**config.mk**
```make
export PLATFORM = sky130hd
export DESIGN_NAME = popcount_pipe
export DESIGN_NICKNAME = d
export VERILOG_FILES = /design/src/rtl/popcount_pipe.sv
export SDC_FILE = /design/constraint.sdc
export NUM_CORES = 1
export LEC_CHECK = 0
export CORE_MARGIN = 2
export CORE_UTILIZATION = 35
export CTS_BUF_LIST = sky130_fd_sc_hd__clkbuf_4 sky130_fd_sc_hd__clkbuf_8 sky130_fd_sc_hd__clkbuf_16
export DETAILED_ROUTE_END_ITERATION = 7
export SKIP_LAST_GASP = 1
export SLEW_MARGIN = 15
export SYNTH_ARGS = -nofsm -noshare
export SYNTH_HDL_FRONTEND = slang
export SYNTH_SLANG_ARGS = --single-unit
```
**constraint.sdc**
```tcl
create_clock -name clk -period 5.53 [get_ports clk]
set_input_delay 1.3825 -clock clk [delete_from_list [all_inputs] [get_ports clk]]
set_output_delay 1.3825 -clock clk [all_outputs]
set_load 0.1 [all_outputs]
```
**src/rtl/popcount_pipe.sv**
```systemverilog
// Pipelined popcount over an IN_SIZE-bit word with valid/ready on both sides
// and an optional saturating per-frame accumulator on the output stage.
module popcount_pipe #(
  parameter int unsigned IN_SIZE      = 64,
  parameter int unsigned LEVELS       = $clog2(IN_SIZE),
  parameter int unsigned STAGE_LEVELS = 2,
  parameter int unsigned ACC_SIZE     = 16
) (
  input  logic                clk,
  input  logic                rst_n,
  input  logic                in_valid,
  output logic                in_ready,
  input  logic [IN_SIZE-1:0]  in_data,
  input  logic                in_last,
  input  logic                acc_en,
  output logic                out_valid,
  input  logic                out_ready,
  output logic [LEVELS:0]     out_count,
  output logic [ACC_SIZE-1:0] out_acc,
  output logic                out_last,
  output logic                out_acc_sat
);

  localparam int unsigned N = 1 << LEVELS;

  logic en;
  logic out_valid_q, out_valid_d;

  assign en       = !out_valid_q || out_ready;
  assign in_ready = en;

  // Level k holds N>>k sums of k+1 bits; a register follows every
  // STAGE_LEVELS-th level and the final level, all sharing one enable.
  for (genvar k = 0; k <= LEVELS; k++) begin : g_lvl
    localparam int unsigned NK = N >> k;
    logic [k:0] node [NK];
    logic       vld;
    logic       last;
    logic       acc;

    if (k == 0) begin : g_leaf
      for (genvar i = 0; i < NK; i++) begin : g_bit
        if (i < IN_SIZE) begin : g_data
          assign node[i] = in_data[i];
        end else begin : g_pad
          assign node[i] = 1'b0;
        end
      end
      assign vld  = in_valid;
      assign last = in_last;
      assign acc  = acc_en;
    end else begin : g_add
      logic [k:0] sum [NK];
      for (genvar i = 0; i < NK; i++) begin : g_pair
        assign sum[i] = {1'b0, g_lvl[k-1].node[2*i]} + {1'b0, g_lvl[k-1].node[2*i+1]};
      end
      if ((k % STAGE_LEVELS) == 0 || k == LEVELS) begin : g_reg
        always_ff @(posedge clk or negedge rst_n) begin
          if (!rst_n) begin
            node <= '{default: '0};
            vld  <= 1'b0;
            last <= 1'b0;
            acc  <= 1'b0;
          end else if (en) begin
            node <= sum;
            vld  <= g_lvl[k-1].vld;
            last <= g_lvl[k-1].last;
            acc  <= g_lvl[k-1].acc;
          end
        end
      end else begin : g_comb
        assign node = sum;
        assign vld  = g_lvl[k-1].vld;
        assign last = g_lvl[k-1].last;
        assign acc  = g_lvl[k-1].acc;
      end
    end
  end

  logic [LEVELS:0]     tree_cnt;
  logic                tree_vld, tree_last, tree_acc;
  logic [ACC_SIZE:0]   sum_full;
  logic [ACC_SIZE-1:0] sum_sat;
  logic                ovf;

  assign tree_cnt  = g_lvl[LEVELS].node[0];
  assign tree_vld  = g_lvl[LEVELS].vld;
  assign tree_last = g_lvl[LEVELS].last;
  assign tree_acc  = g_lvl[LEVELS].acc;

  logic [LEVELS:0]     count_q, count_d;
  logic [ACC_SIZE-1:0] acc_out_q, acc_out_d;
  logic                last_q, last_d;
  logic                sat_out_q, sat_out_d;
  logic [ACC_SIZE-1:0] acc_q, acc_d;
  logic                sat_q, sat_d;

  always_comb begin
    sum_full    = {1'b0, acc_q} + (ACC_SIZE+1)'(tree_cnt);
    ovf         = sum_full[ACC_SIZE];
    sum_sat     = ovf ? '1 : sum_full[ACC_SIZE-1:0];
    out_valid_d = out_valid_q;
    count_d     = count_q;
    acc_out_d   = acc_out_q;
    last_d      = last_q;
    sat_out_d   = sat_out_q;
    acc_d       = acc_q;
    sat_d       = sat_q;
    if (en) begin
      out_valid_d = tree_vld;
      if (tree_vld) begin
        count_d = tree_cnt;
        last_d  = tree_last;
        if (tree_acc) begin
          acc_out_d = sum_sat;
          sat_out_d = sat_q | ovf;
          acc_d     = tree_last ? '0 : sum_sat;
          sat_d     = tree_last ? 1'b0 : (sat_q | ovf);
        end else begin
          // Non-accumulating beats report their own count and leave the
          // frame state alone unless they close the frame.
          acc_out_d = ACC_SIZE'(tree_cnt);
          sat_out_d = 1'b0;
          if (tree_last) begin
            acc_d = '0;
            sat_d = 1'b0;
          end
        end
      end
    end
  end

  always_ff @(posedge clk or negedge rst_n) begin
    if (!rst_n) begin
      out_valid_q <= 1'b0;
      count_q     <= '0;
      acc_out_q   <= '0;
      last_q      <= 1'b0;
      sat_out_q   <= 1'b0;
      acc_q       <= '0;
      sat_q       <= 1'b0;
    end else begin
      out_valid_q <= out_valid_d;
      count_q     <= count_d;
      acc_out_q   <= acc_out_d;
      last_q      <= last_d;
      sat_out_q   <= sat_out_d;
      acc_q       <= acc_d;
      sat_q       <= sat_d;
    end
  end

  assign out_valid   = out_valid_q;
  assign out_count   = count_q;
  assign out_acc     = acc_out_q;
  assign out_last    = last_q;
  assign out_acc_sat = sat_out_q;

endmodule

```
==> results of run 1 <==
[per-stage QoR]
stage | hold WS (ns) | util (%) | area, um2 | setup slack, ns
2_1_floorplan | 0.4501 | - | 7725 | 0.9770
3_3_place_gp | 0.4611 | 41.14 | 8951 | 1.387
3_5_place_dp | 0.4656 | 41.14 | 8951 | 1.393
4_1_cts | 0.4795 | 43.97 | 9567 | 1.387
5_1_grt | 0.4967 | 43.97 | 9567 | 1.317
6_report | 0.4709 | 43.97 | 9567 | 1.408
[cells by family after synthesis]
| kind of cell | after synthesis | synth area share [%] |
|---|---|---|
| compound gates | 130 | 10.33 |
| flops | 127 | 41.14 |
| xor+xnor | 15 | 1.701 |
| fa+ha+maj | 112 | 23.10 |
| mux | 48 | 6.932 |
| simple gates | 136 | 8.180 |
| buf+inv | 173 | 8.617 |
[layout by cell type, fill, tap and decap left out, types with 4 or more instances in the layout]
cell / netlist / layout
buf_4: 0 / 6
o21ai_0: 55 / 55
clkbuf_16: 0 / 17
clkinv_2: 0 / 4
a21o_1: 13 / 13
nand2_1: 77 / 77
clkdlybuf4s50_1: 0 / 94
nor3b_1: 6 / 6
and3_1: 5 / 5
inv_1: 146 / 146
ha_1: 61 / 61
dfrtp_1: 127 / 127
mux2_2: 44 / 44
fa_1: 51 / 51
xnor2_1: 9 / 9
a22o_1: 6 / 6
mux2i_1: 4 / 4
nand4_1: 5 / 5
nand2b_1: 5 / 4
nor2_1: 23 / 23
xor2_1: 6 / 6
o211ai_1: 4 / 4
a21oi_1: 32 / 32
[power breakdown]
part | internal (mW) | total, mW | leakage (nW) | switching [mW]
clock | 0.753 | 1.16 | 0.303 | 0.406
sequential | 1.28 | 1.53 | 1.58 | 0.246
combinational | 1.39 | 3.29 | 2.87 | 1.90
[routing by layer]
| layer | track usage (%) | vias to the layer above | wire length [um] |
|---|---|---|---|
| li1 | - | 2583 | - |
| met1 | 18.26 | 2525 | 6874 |
| met2 | 20.97 | 110 | 6693 |
| met3 | 2.986 | 9 | 606 |
| met4 | 4.630 | 0 | 159 |
| met5 | 0 | - | 0 |
[state kept, by name, summed over array words and instances, names as in the netlist]
register     cells
g_lvl.last       3
acc_q           16
out_acc         16
out_acc_sat      1
out_count        7
g_lvl.node      75
sat_q            1
g_lvl.acc        3
g_lvl.vld        3
out_valid        1
out_last         1
[worst paths after layout]
check / end / cells past startpoint / startpoint / slack (ns)
hold reg to reg: out_count[2]$_DFFE_PN0P_ / 2 / out_count[2]$_DFFE_PN0P_ / 0.47
setup / recovery: in_ready / 3 / out_ready / 1.41
max in group asynchronous: g_lvl[4].node[1]$_DFFE_PN0N_ / 2 / rst_n / 3.44
setup reg to reg: out_acc[8]$_DFFE_PN0P_ / 7 / g_lvl[6].node[0]$_DFFE_PN0N_ / 2.66
min in group asynchronous: g_lvl[2].node[30]$_DFFE_PN0N_ / 1 / rst_n / 1.11
hold / removal: out_count[2]$_DFFE_PN0P_ / 2 / out_count[2]$_DFFE_PN0P_ / 0.47
[worst max-delay path: cells and delay by family]
family / cells / cell delay, ns
buf+inv: 2 / 0.85
simple gates: 1 / 0.48
[layout make-up]
class / instances / share of cell area, %
clock inverters: 10 / 1.399
multi-input cells: 441 / 40.65
well taps: 280 / 3.662
clock buffers: 22 / 5.035
repair buffers: 100 / 10.31
inverters: 146 / 5.728
flip-flops and latches: 127 / 33.22
==> impl_metrics.env, run 1 <==
export IMPL_clock_sinks=127
export IMPL_hp_class="reg -> reg"
export IMPL_final_nets=1015
export IMPL_path_class="in -> out"
export IMPL_synth_edff_count=0
export IMPL_tightest_slew_ns=1.048
export IMPL_die_area_mm2=0.02328
export IMPL_wl_per_cell_um=12.73
export IMPL_dpl_cell_count=1094
export IMPL_clock_root_buffer="clkbuf_16"
export IMPL_cp_slowest_stage_delay_ns=0.48
export IMPL_grt_setup_unrepaired="no"
export IMPL_area_growth_pct=23.84
export IMPL_fmax_mhz=242.6
export IMPL_drc=0
export IMPL_skew_ns=0.01129
export IMPL_synth_top_area_share_pct=41.14
export IMPL_synth_seq_area_share_pct=41.14
export IMPL_clock_latency_ns=0.42
export IMPL_synth_most_common_cell="inv_1"
export IMPL_cts_setup_buffers=0
export IMPL_first_pass_iters=4
export IMPL_yosys_warnings=0
export IMPL_seq_area_mm2=0.003178
export IMPL_gp_congestion=0.7844
export IMPL_h_tree_depth=4
export IMPL_hold_viol=0
export IMPL_crit_arrival_ns=2.74
export IMPL_slowest_stage="nand2b_4"
export IMPL_status="completed"
export IMPL_ctsResizeCount=0
export IMPL_coreArea_mm2=0.02176
export IMPL_drtIter0Drc=265
export IMPL_synth_nets=923
export IMPL_syn_inst=741
export IMPL_multiInputGateArea_mm2=0.003889
export IMPL_cp_start_kind="input port"
export IMPL_die_y_um=152.6
export IMPL_worstPathRequired_ns=4.15
export IMPL_clock_path_buffers=2
export IMPL_peakVddDrop_uv=342.3
export IMPL_vias=5227
export IMPL_grt_max_degree=82
export IMPL_power_density_mw_per_mm2=625.2
export IMPL_grt_use_total_pct=13.34
export IMPL_netlist_cell_type_count=45
export IMPL_via_per_inst=4.642
export IMPL_final_cell_count_no_fill=1126
export IMPL_cts_tree="yes"
export IMPL_drv_cap=0
export IMPL_drive_gt1_share_pct=10.64
export IMPL_cts_reportedPaths_clkPinSlew_ns=0.05
export IMPL_crit_fanout=51
export IMPL_finalWirelength_um=14330
export IMPL_antenna_found_initial=0
export IMPL_synthFlopType="dfrtp_1"
export IMPL_synth_area_leaders="dfrtp_1 41%, fa_1 13%, ha_1 9.9%"
export IMPL_gr_total_overflow=0
export IMPL_port_buffers=96
export IMPL_avgSynthCellArea_um2=10.42
export IMPL_timing_critical_path_cells="clkdlybuf4s50_1, nand2b_4, buf_4"
export IMPL_synthArstFlopShare_pct=100.0
export IMPL_grt_pass1_vias=5274
export IMPL_setup_viol=0
export IMPL_post_dp_hpwl_um=10470
export IMPL_slew_headroom_pct=29.99
export IMPL_cp_end_kind="output pin"
export IMPL_ant_nets=0
export IMPL_cts_hold_buf=0
export IMPL_synth_commonest_cells="146 x inv_1, 127 x dfrtp_1, 77 x nand2_1"
export IMPL_diodes=0
export IMPL_min_period_ns=4.122
export IMPL_io_pins=97
export IMPL_synth_seq_cells=127
export IMPL_yosys_area_top_type="dfrtp_1"
export IMPL_setup_tns_final_ns=0
export IMPL_total_power_mw=5.981
export IMPL_p_leak_nw=4.758
export IMPL_slew_viol_final=0
export IMPL_period_share_pct=74.54
export IMPL_grt_pass1_wl_um=25480
export IMPL_nFillCells=2102
export IMPL_rows=54
export IMPL_cts_buffers=17
export IMPL_syn_area_mm2=0.007725
export IMPL_start_util_pct=35.51
export IMPL_die_x_um=152.6
No activity file was read; power rests on OpenSTA's default activity.
==> inputs of run 2 (changes only) <==
clock period = 3.5 ns   (was 5.53 ns; I/O delays follow)
==> run 2 against run 1 <==
Critical path depth grew 7. Die area is the same. Clock power grew 58%.
==> impl_metrics.env, run 2 (synthesis results as in run 1) <==
export IMPL_vias=5165
export IMPL_post_dp_hpwl_um=10960
export IMPL_layout_common_cells="146 x inv_1, 127 x dfrtp_1, 77 x nand2_1"
export IMPL_area_growth_pct=24.02
export IMPL_power_internal_mw=5.429
export IMPL_ctsResizeCount=0
export IMPL_nFillCells=2089
export IMPL_p_leak_nw=4.833
export IMPL_gr_total_overflow=0
export IMPL_cts_hold_buf=0
export IMPL_tightest_slew_ns=0.7300
export IMPL_crit_arrival_ns=3.20
export IMPL_clock_sinks=127
export IMPL_die_x_um=152.6
export IMPL_cts_buffers=17
export IMPL_pwr_share_clk_pct=19.2
export IMPL_slowest_stage="fa_1"
export IMPL_die_area_mm2=0.02328
export IMPL_io_pins=97
export IMPL_power_density_mw_per_mm2=994.1
export IMPL_fmax_mhz=343.7
export IMPL_grt_pass1_wl_um=25810
export IMPL_slew_viol_final=0
export IMPL_clock_root_buffer="clkbuf_16"
export IMPL_status="completed"
export IMPL_finalWirelength_um=14660
export IMPL_grt_max_degree=126
export IMPL_start_util_pct=35.51
export IMPL_path_common_cell="fa_1"
export IMPL_hp_class="in -> async"
export IMPL_grt_pass1_vias=5366
export IMPL_die_y_um=152.6
export IMPL_largest_register="g_lvl.node"
export IMPL_min_period_ns=2.909
export IMPL_holdWs_ns=0.4616
export IMPL_timing_critical_path_cells="inv_1, fa_1, inv_1, fa_1, ha_1, fa_1, a21o_1, a21oi_1, xnor2_1, mux2_2"
export IMPL_fin_ws_ns=0.5905
export IMPL_grt_setup_unrepaired="no"
export IMPL_hold_viol=0
export IMPL_drc=0
export IMPL_cts_setup_buffers=0
export IMPL_cp_start_kind="flop"
export IMPL_diodes=0
export IMPL_final_nets=1021
export IMPL_drtIter0Drc=173
export IMPL_cts_tree="yes"
export IMPL_crit_fanout=2
export IMPL_skew_ns=0.008722
export IMPL_cp_num_buf_inv=2
export IMPL_post_place_ws_ns=0.6134
export IMPL_combPwrFrac_pct=55.5
export IMPL_placed_cell_area_mm2=0.008969
export IMPL_drive_gt1_share_pct=14.32
export IMPL_coreArea_mm2=0.02176
export IMPL_drv_cap=0
export IMPL_path_class="reg -> reg"
export IMPL_slew_headroom_pct=51.21
export IMPL_gp_congestion=0.8434
export IMPL_antenna_found_initial=0
export IMPL_finalInstanceArea_mm2=0.009580
export IMPL_clock_latency_ns=0.42
export IMPL_largest_reg_flops=75
export IMPL_cp_end_kind="flop"
export IMPL_wl_per_cell_um=12.95
export IMPL_worstPathRequired_ns=3.79
export IMPL_peakVddDrop_uv=494.4
export IMPL_setup_viol=0
export IMPL_period_share_pct=83.13
export IMPL_grt_use_total_pct=13.58
export IMPL_ant_nets=0
export IMPL_rows=54
export IMPL_setup_tns_final_ns=0
export IMPL_netSwitchingPower_mw=4.096
export IMPL_cts_reportedPaths_clkPinSlew_ns=0.06
export IMPL_h_tree_depth=4
export IMPL_power_frac_seq_pct=25.3
export IMPL_final_common_cell="inv_1"
export IMPL_clock_path_buffers=2
export IMPL_cp_slowest_stage_delay_ns=0.53
export IMPL_via_per_inst=4.563
export IMPL_critical_path_top_delay_family="adder cells"
export IMPL_first_pass_iters=4
export IMPL_port_buffers=96
export IMPL_p_sw_share_pct=43.00
==> run 2: cell count changes in the layout (fill, tap and decap cells not counted), sizes merged <==
cell           previous run  this run
buf                       6        38
clkdlybuf4s50            94        68
clkinvlp                  2         3
inv                     147       146
==> run 2: final cells by class <==
cell class	instances	area, um2	area share [%]
clock inverters	10	136.4	1.424
clock buffers	22	475.5	4.963
repair buffers	106	1003	10.47
inverters	146	548.0	5.720
flip-flops and latches	127	3178	33.17
well taps	280	350.3	3.657
multi-input cells	441	3889	40.59
==> run 2: worst reg2reg max path, stage by stage, from the launching register on <==
cell	delay, ns
dfrtp_1	0.32
inv_1	0.06
fa_1	0.53
inv_1	0.06
fa_1	0.47
ha_1	0.24
fa_1	0.41
a21o_1	0.20
a21oi_1	0.17
xnor2_1	0.08
mux2_2	0.25
==> run 2: worst paths after layout <==
| path | slack [ns] | end | from | cells after the start |
|---|---|---|---|---|
| hold reg to reg | 0.47 | out_count[2]$_DFFE_PN0P_ | out_count[2]$_DFFE_PN0P_ | 2 |
| hold / removal | 0.46 | g_lvl[2].node[15]$_DFFE_PN0N_ | rst_n | 1 |
| setup reg to reg | 0.59 | g_lvl[6].node[5]$_DFFE_PN0N_ | g_lvl[4].node[1]$_DFFE_PN0N_ | 10 |
| setup / recovery | 0.59 | g_lvl[6].node[5]$_DFFE_PN0N_ | g_lvl[4].node[1]$_DFFE_PN0N_ | 10 |
| max in group asynchronous | 2.22 | out_acc[11]$_DFFE_PN0P_ | rst_n | 2 |
| min in group clk | 0.47 | out_count[2]$_DFFE_PN0P_ | out_count[2]$_DFFE_PN0P_ | 2 |
==> run 2: per-stage QoR <==
step                utilization, %  total power, mW  std cells
floorplan                        -            6.484        741
global placement             41.22            7.691       1100
detailed placement           41.22            7.791       1100
CTS                          44.04            9.708       1132
global route                 44.04            10.52       1132
finish                       44.04            9.524       1132
==> run 2: power groups by stage <==
| stage | clock [mW] | combinational (mW) | sequential [mW] |
|---|---|---|---|
| finish | 1.83 | 5.28 | 2.41 |
| detailed placement | 0 | 5.34 | 2.45 |
| CTS | 1.88 | 5.41 | 2.42 |
| global placement | 0 | 5.25 | 2.44 |
| global route | 1.94 | 6.08 | 2.50 |
| floorplan | 0 | 3.50 | 2.99 |
==> run 2: metal layers <==
| metal | vias up | GRT usage, % | wire [um] |
|---|---|---|---|
| li1 | 2590 | - | - |
| met1 | 2476 | 17.99 | 7012 |
| met4 | 0 | 3.439 | 160 |
| met2 | 88 | 22.49 | 6867 |
| met3 | 11 | 3.242 | 615 |
| met5 | - | 0 | 0 |
